**src/rtl/mem_xfer_ctrl_if.sv**
```systemverilog
// Start/done, memory A/B data and address-counter strobes of the transfer controller.
// Optional MEM_XFER_CHKSUM_EN adds the chksum signal to both modports.
interface mem_xfer_ctrl_if #(
    parameter int AW = 3,
    parameter int DW = 8
);
    logic          start;
    logic [AW:0]   xfer_len;
    logic [DW-1:0] dataA;
    logic          dst_ready;
    logic          IncA;
    logic          IncB;
    logic          ClrAB;
    logic          WEB;
    logic [DW-1:0] dataB;
    logic          busy;
    logic          done;
    logic [2:0]    dbg_state;
`ifdef MEM_XFER_CHKSUM_EN
    logic [DW-1:0] chksum;

    modport slave (
        input  start, xfer_len, dataA, dst_ready,
        output IncA, IncB, ClrAB, WEB, dataB, busy, done, dbg_state, chksum
    );
    modport master (
        output start, xfer_len, dataA, dst_ready,
        input  IncA, IncB, ClrAB, WEB, dataB, busy, done, dbg_state, chksum
    );
`else
    modport slave (
        input  start, xfer_len, dataA, dst_ready,
        output IncA, IncB, ClrAB, WEB, dataB, busy, done, dbg_state
    );
    modport master (
        output start, xfer_len, dataA, dst_ready,
        input  IncA, IncB, ClrAB, WEB, dataB, busy, done, dbg_state
    );
`endif
endinterface

```
**src/rtl/mem_xfer_ctrl.sv**
```systemverilog
// Memory A -> memory B word-copy sequencer driving the two address counters.
// Optional running XOR checksum output is enabled with MEM_XFER_CHKSUM_EN.
module mem_xfer_ctrl #(
    parameter int AW = 3,
    parameter int DW = 8
) (
    input  logic            clk,
    input  logic            rst,
    mem_xfer_ctrl_if.slave  bus
);
    // Handshake: a write to memory B completes in any cycle where WEB and
    // dst_ready are both high; WEB and dataB hold until that happens.
    typedef enum logic [2:0] {
        S_IDLE = 3'd0,
        S_CLR  = 3'd1,
        S_RD   = 3'd2,
        S_CAP  = 3'd3,
        S_WR   = 3'd4,
        S_DONE = 3'd5
    } state_t;

    localparam logic [AW:0] MAX_LEN = (AW+1)'(2**AW);

    state_t        r_state;
    state_t        w_next;
    logic [AW:0]   r_len;
    logic [AW:0]   r_cnt;
    logic [DW-1:0] r_data;

    logic          w_inc;
    logic          w_clr;
    logic          w_web;
    logic          w_done;
    logic          w_busy;
    logic          w_last;
    logic          w_accept;
    logic          w_start;
    logic [AW:0]   w_len_sat;

    assign w_start   = (r_state == S_IDLE) && bus.start;
    assign w_len_sat = (bus.xfer_len > MAX_LEN) ? MAX_LEN : bus.xfer_len;
    assign w_last    = (r_cnt == (r_len - (AW+1)'(1)));
    assign w_accept  = (r_state == S_WR) && bus.dst_ready;

    always_ff @(posedge clk) begin
        if (rst) begin
            r_state <= S_IDLE;
        end else begin
            r_state <= w_next;
        end
    end

    always_comb begin
        w_next = r_state;
        w_inc  = 1'b0;
        w_clr  = 1'b0;
        w_web  = 1'b0;
        w_done = 1'b0;
        w_busy = (r_state != S_IDLE);
        case (r_state)
            S_IDLE: begin
                if (bus.start) begin
                    w_next = (bus.xfer_len == '0) ? S_DONE : S_CLR;
                end
            end
            S_CLR: begin
                w_clr  = 1'b1;
                w_next = S_RD;
            end
            S_RD:  w_next = S_CAP;
            S_CAP: w_next = S_WR;
            S_WR: begin
                w_web = 1'b1;
                if (bus.dst_ready) begin
                    w_inc  = 1'b1;
                    w_next = w_last ? S_DONE : S_RD;
                end
            end
            S_DONE: begin
                w_done = 1'b1;
                w_next = S_IDLE;
            end
            default: w_next = S_IDLE;
        endcase
    end

    always_ff @(posedge clk) begin
        if (rst) begin
            r_len  <= '0;
            r_cnt  <= '0;
            r_data <= '0;
        end else begin
            if (w_start) begin
                r_len <= w_len_sat;
            end
            if (r_state == S_CLR) begin
                r_cnt <= '0;
            end else if (w_accept) begin
                r_cnt <= r_cnt + (AW+1)'(1);
            end
            if (r_state == S_CAP) begin
                r_data <= bus.dataA;
            end
        end
    end

`ifdef MEM_XFER_CHKSUM_EN
    logic [DW-1:0] r_chk;

    // A zero-length transfer never visits CLR, so it clears on its start instead.
    always_ff @(posedge clk) begin
        if (rst) begin
            r_chk <= '0;
        end else if ((r_state == S_CLR) || (w_start && (bus.xfer_len == '0))) begin
            r_chk <= '0;
        end else if (w_accept) begin
            r_chk <= r_chk ^ r_data;
        end
    end

    assign bus.chksum = r_chk;
`endif

    assign bus.IncA      = w_inc;
    assign bus.IncB      = w_inc;
    assign bus.ClrAB     = w_clr;
    assign bus.WEB       = w_web;
    assign bus.done      = w_done;
    assign bus.busy      = w_busy;
    assign bus.dataB     = r_data;
    assign bus.dbg_state = r_state;
endmodule

```
**src/flat_wrapper.sv**
```systemverilog
// flat-port wrapper written by rule: the top's interface ports become plain ports
module mem_xfer_ctrl_flat 
#(
    parameter int AW = 3,
    parameter int DW = 8
)
  (clk, rst, bus_start, bus_xfer_len, bus_dataA, bus_dst_ready, bus_IncA, bus_IncB, bus_ClrAB, bus_WEB, bus_dataB, bus_busy, bus_done, bus_dbg_state);
  mem_xfer_ctrl_if #(.AW(AW), .DW(DW)) bus_i ();
  input  logic clk;
  input  logic rst;
  input wire logic [$bits(bus_i.start)-1:0] bus_start;
  input wire logic [$bits(bus_i.xfer_len)-1:0] bus_xfer_len;
  input wire logic [$bits(bus_i.dataA)-1:0] bus_dataA;
  input wire logic [$bits(bus_i.dst_ready)-1:0] bus_dst_ready;
  output wire logic [$bits(bus_i.IncA)-1:0] bus_IncA;
  output wire logic [$bits(bus_i.IncB)-1:0] bus_IncB;
  output wire logic [$bits(bus_i.ClrAB)-1:0] bus_ClrAB;
  output wire logic [$bits(bus_i.WEB)-1:0] bus_WEB;
  output wire logic [$bits(bus_i.dataB)-1:0] bus_dataB;
  output wire logic [$bits(bus_i.busy)-1:0] bus_busy;
  output wire logic [$bits(bus_i.done)-1:0] bus_done;
  output wire logic [$bits(bus_i.dbg_state)-1:0] bus_dbg_state;
  assign bus_i.start = bus_start;
  assign bus_i.xfer_len = bus_xfer_len;
  assign bus_i.dataA = bus_dataA;
  assign bus_i.dst_ready = bus_dst_ready;
  assign bus_IncA = bus_i.IncA;
  assign bus_IncB = bus_i.IncB;
  assign bus_ClrAB = bus_i.ClrAB;
  assign bus_WEB = bus_i.WEB;
  assign bus_dataB = bus_i.dataB;
  assign bus_busy = bus_i.busy;
  assign bus_done = bus_i.done;
  assign bus_dbg_state = bus_i.dbg_state;
  mem_xfer_ctrl #(.AW(AW), .DW(DW)) u_core (.clk(clk), .rst(rst), .bus(bus_i));
endmodule
```
**config.mk**
```make
export PLATFORM = sky130hd
export DESIGN_NAME = mem_xfer_ctrl_flat
export DESIGN_NICKNAME = d
export VERILOG_FILES = /design/src/rtl/mem_xfer_ctrl_if.sv /design/src/rtl/mem_xfer_ctrl.sv /design/src/flat_wrapper.sv
export SDC_FILE = /design/constraint.sdc
export NUM_CORES = 1
export LEC_CHECK = 0
export ABC_AREA = 0
export CAP_MARGIN = 40
export CORE_MARGIN = 1
export CORE_UTILIZATION = 46
export CTS_BUF_LIST = sky130_fd_sc_hd__clkbuf_8
export CTS_CLUSTER_DIAMETER = 200
export DETAILED_ROUTE_END_ITERATION = 12
export PLACE_DENSITY = 0.82
export REMOVE_ABC_BUFFERS = 1
export SLEW_MARGIN = 20
export SYNTH_ARGS = -nofsm -noshare
export SYNTH_HDL_FRONTEND = slang
export SYNTH_SLANG_ARGS = --single-unit
```
**constraint.sdc**
```tcl
create_clock -name clk -period 1.8 [get_ports clk]
set_clock_uncertainty 0.15 [all_clocks]
set_input_delay 0.18 -clock clk [delete_from_list [all_inputs] [get_ports clk]]
set_output_delay 0.18 -clock clk [all_outputs]
set_load 0.05 [all_outputs]
```
=== Yosys cells after proc, flatten, opt, wreduce, memory -nomap -nowiden ===
Index checks and enable logic that the tools add are counted.

* Reduce and logical (&&, ||, !) cells: 7
* Eq/ne operators: 8
* Order comparisons: 1
* Add/subtract/negate cells: 2
* Multiplexer cells: 11

{| class="wikitable"
|+ Operators with widths
! operator !! count
|-
| 3-bit case mux with 5 select lines || 1
|-
| 3-bit two-way mux || 4
|-
| 3-bit by 2-bit == test with 1-bit output (second input constant) || 2
|-
| 3-bit == test (second input constant) || 2
|-
| 1-bit two-way mux || 5
|-
| 4-bit by 1-bit adder with 4-bit output (second input constant) || 1
|-
| 4-bit == test || 1
|-
| 4-bit greater-than comparator (second input constant) || 1
|-
| 4-bit zero test || 1
|-
| 4-bit two-way mux || 1
|-
| 2-bit inequality test (second input constant) || 2
|-
| 4-bit by 1-bit subtractor with 4-bit output (second input constant) || 1
|-
| 3-bit by 1-bit == test with 1-bit output (second input constant) || 1
|-
| 3-bit zero test || 1
|-
| 3-bit nonzero test || 1
|-
| 1-bit logical AND || 2
|-
| 2-bit AND reduction || 1
|-
| 2-bit OR reduction || 1
|}

* Logic and storage cells: 33
* Output and inout bits: 17
* Flip-flop bits (word level): 19

=== Longest topological paths before layout ===
Gate-level depths: netlist (run 1).

* Depth in word-level cells: 5
* Depth in mapped cells: 6
* Mapped depth without buffers: 6

=== Least setup slack after synthesis (run 1) ===
Ideal clock, no wire load.

* Path kind: register -> register
* Start point: register u_core.r_state[0] (netlist: u_core.bus.dbg_state[0])
* End point: register u_core.r_cnt[0]
* Setup slack: -0.862 ns
* Path buffers: 1
* Library setup time: 0.117 ns
* Data arrival time: 2.396 ns
* Data required time: 1.533 ns
* Stages on the path, launching flop included: 5
* Cell sequence: dfxtp_1 > buf_2 > nor3b_1 > or2_1 > nor2_1

* Longest elaborated chain between the ends: 2
* Elaborated cells on any way between the ends: 4

{| class="wikitable"
|+ RTL lines
! item !! RTL line !! source
|-
| from (decl) || mem_xfer_ctrl.sv:24 || <nowiki>state_t r_state;</nowiki>
|-
| from (signal assigned) || mem_xfer_ctrl.sv:49 || <nowiki>r_state <= w_next;</nowiki>
|-
| 3-bit by 1-bit == test with 1-bit output or 3-bit == test (tied branches) || mem_xfer_ctrl.sv:96, mem_xfer_ctrl.sv:43 ||
|-
| 2-bit OR reduction (no line) or 1-bit logical AND (tied branches) || - ||
|-
| to (signal assigned) || mem_xfer_ctrl.sv:99 || <nowiki>r_cnt <= r_cnt + (AW+1)'(1);</nowiki>
|-
| to (decl) || mem_xfer_ctrl.sv:27 || <nowiki>logic [AW:0] r_cnt;</nowiki>
|}

Parallel ways exist; a longest one is shown, timed or not.
A chain may end at the register's enable or synchronous reset.

=== Worst setup path in the final report (run 1) ===
* Start point: register u_core.r_state[1] (netlist: u_core.bus.dbg_state[1])
* End point: output port bus_WEB

* Longest elaborated chain between the ends: 2

{| class="wikitable"
|+ RTL lines
! item !! RTL line !! source
|-
| 3-bit == test || mem_xfer_ctrl.sv:60 || <nowiki>case (r_state)</nowiki>
|-
| 1-bit two-way mux || mem_xfer_ctrl.sv:60 ||
|-
| to (decl) || flat_wrapper.sv:18 || <nowiki>output wire logic [$bits(bus_i.WEB)-1:0] bus_WEB;</nowiki>
|}

Every way passes these cells.

==> results of run 1 <==
## power breakdown
part           switching [mW]  internal (mW)
combinational           0.156          0.119
clock                   0.133          0.151
sequential             0.0269          0.439
total                   0.316          0.709
## worst max path at each step
stage	from	to	slack (ns)	cells past startpoint
6_report	u_core.bus.dbg_state[1]$_SDFFE_PP0P_	bus_WEB	0.08	3
5_1_grt	u_core.bus.dbg_state[0]$_SDFFE_PP0P_	u_core.bus.dbg_state[2]$_SDFFE_PP0P_	-0.004	4
4_1_cts	u_core.bus.dbg_state[2]$_SDFFE_PP0P_	bus_WEB	0.03	3
3_5_place_dp	bus_start	u_core.bus.dbg_state[2]$_SDFFE_PP0P_	-0.008	5
3_3_place_gp	bus_start	u_core.bus.dbg_state[2]$_SDFFE_PP0P_	0.05	5
2_1_floorplan	u_core.bus.dbg_state[2]$_SDFFE_PP0P_	u_core.r_cnt[3]$_SDFFE_PP0P_	-3.18	4
## flip-flops by register name (all words and copies together), names as in the netlist
name,flops
u_core.bus.dataB,8
u_core.r_len,4
u_core.bus.dbg_state,3
u_core.r_cnt,4
## what timing repair did
item                                    in CTS  in global routing
endpoints found under the hold margin        0                  0
resized for setup                            0                  3
endpoints found under the setup margin       0                  3
## worst register-to-register path, stage by stage (launching register included)
cell	delay (ns)
dfxtp_1	0.42
or4b_1	0.65
o21ai_1	0.23
a21oi_1	0.11
o41ai_2	0.06
## cell families after synthesis
| group | count (synthesis) | share of synthesized area (%) |
|---|---|---|
| flops | 19 | 40.8 |
| compound gates | 11 | 6.71 |
| buf+inv | 14 | 7.52 |
| mux | 9 | 9.66 |
| simple gates | 38 | 22.7 |
| fa+ha+maj | 2 | 2.68 |
| xor+xnor | 9 | 9.93 |
## Yosys cell counts, types with 2 or more instances
cell / n / area share (%)
dfxtp_1: 19 / 41
xnor2_1: 3 / 2.8
clkbuf_1: 2 / 0.81
buf_2: 5 / 2.7
o21ai_1: 2 / 1.1
xor2_1: 5 / 4.7
mux2i_1: 9 / 9.7
inv_1: 5 / 2.0
nand2_1: 5 / 2.0
nor3_1: 2 / 1.1
a21oi_1: 6 / 3.2
nand3b_1: 3 / 2.4
nor2_1: 15 / 6.0
ha_1: 2 / 2.7
## area by class of cell
type / count / area share (%)
Sequential cell: 19 / 28.3
Clock buffer: 3 / 3.06
Multi-Input combinational cell: 69 / 36.6
Inverter: 5 / 1.39
Tap cell: 25 / 2.32
Timing Repair Buffer: 36 / 28.0
Clock inverter: 1 / 0.278
## through the flow
stage	cell area, µm²	util (%)	hold slack, ns
floorplan	881	-	0.0991
global placement	1290	70.9	0.318
detailed placement	1290	70.9	0.331
CTS	1340	73.3	0.342
global route	1350	74.1	0.354
finish	1350	74.1	0.347
## per-layer routing
metal  vias to the layer above  track usage, %
li1                        407               -
met3                         0            3.46
met4                         0            6.86
met1                       395            24.0
met5                         -               0
met2                        20            41.4
==> out/metrics.yaml, run 1 <==
final_layout:
  n_antenna_cell: 0
  fillers: 130
  drive_above_1_share_pct: 18.8
  multi_input_area_um2: 494
  final_cell_mix: "clkdlybuf4s50_1, dfxtp_1, nor2_1"
  syn_to_final_growth_pct: 44.7
  fin_nets: 152
  seq_area_um2: 382
  layout.cells.non_filler: 158
routing:
  ant_nets: 0
  via_per_inst: 5.20
  routedWlPerCell_um: 13.1
  wl_met1_um: 927
  wl_met2_um: 1070
  drcViolationCount: 0
  dr.first_iter.drc_count: 17
  wl_met3_um: 77
  vias: 822
  first_pass_iters: 4
  drt_wl_total_um: 2080
  top_layer: "met3"
cts:
  cts.reportedPaths.clkPinSlew_ns: 0.07
  cts_hold_buf: 0
  clock_latency_ns: 0.25
  clk_path_buf_depth: 2
  clock-sinks: 19
  root_buffer: "clkbuf_8"
  cts_htree_levels: 1
  post_cts_buffers: 0
  cts_tree: "yes"
  cts_buffers: 3
logic_synthesis:
  syn_avg_cell_area_um2: 9.14
  yosysWarnings: 0
  synth_area_um2: 932
  synth.distinct_cells: 33
  synth_flop_cell: "dfxtp_1"
  ys_ff_latch: 19
  synth_edf_count: 0
  async_flop_share_pct: 0
  synth_cells: 102
  synth-seq-area-share_pct: 40.8
floorplan:
  start_util_pct: 51.2
  rows: 15
  die-area_um2: 2210
  dieWidth_um: 47.0
  ios: 33
  die_height_um: 47.0
  core_um2: 1820
setup_path:
  worstPathRequired_ns: 1.47
  r2r_end: "u_core.bus.dbg_state[2]$_SDFFE_PP0P_"
  critPathTopFamily: "simple AND/OR/NAND/NOR gates"
  max_stage_delay_ns: 0.45
  r2r-start: "u_core.bus.dbg_state[1]$_SDFFE_PP0P_"
  r2r_setup_slack_ns: 0.08
  crit_buf_inv: 2
  ff2ff_path_depth: 4
  cp_max_fo: 11
  cp-start-kind: "flop"
  cp-end-kind: "primary output"
  crit_arrival_ns: 1.39
  path_cells: "or3b_1 -> inv_1 -> buf_12"
  cpMaxStageDelayCell: "or3b_1"
  critPathKind: "flop to primary output"
sta:
  worst_pin_slew_ns: 0.498
  drv_slew: 0
  tns_ns: 0
  setup_violations: 0
  rsz0062_at_grt: "true"
  worst_slack_ns: 0.0786
  finalHoldViolCount: 0
  slew_headroom_pct: 66.7
  finalCritPeriodShare_pct: 95.6
  fmax_ghz: 0.581
  min_period_ns: 1.72
placed_design:
  io_buffers: 32
  globalplace.congestion: 0.728
  place_ws_ns: -0.00832
  dpl.cell_count: 154
  dp_hpwl_um: 1480
global_routing:
  grt_start_max_net_pins: 13
  grt_pass1_vias: 785
  grt_use_total_pct: 21.6
  gr-total-overflow: 0
  grt_pass1_wl_um: 3350
  antenna_found_initial: 0
status:
  status: "complete, no violations"
pwr:
  power.total_mw: 1.02
  cellPowerDensity_nw_per_um2: 760
  ir_drop_mv: 0.503
  power.leakage_nw: 0.617
worst_hold_path:
  min_path_type: "flop to flop"
  hp-start: "u_core.r_len[3]$_SDFFE_PP0P_"
  min_to: "u_core.r_len[3]$_SDFFE_PP0P_"
  holdPathStages: 2
flow_run:
  cap_violations: 0
Power figures use the tool's default switching activity.
==> run 2, diff against run 1 <==
Settings changed: CTS_CLUSTER_SIZE set to 16.
==> results of run 2 <==
Final layout, timing and power as in run 1 (identical DEF).
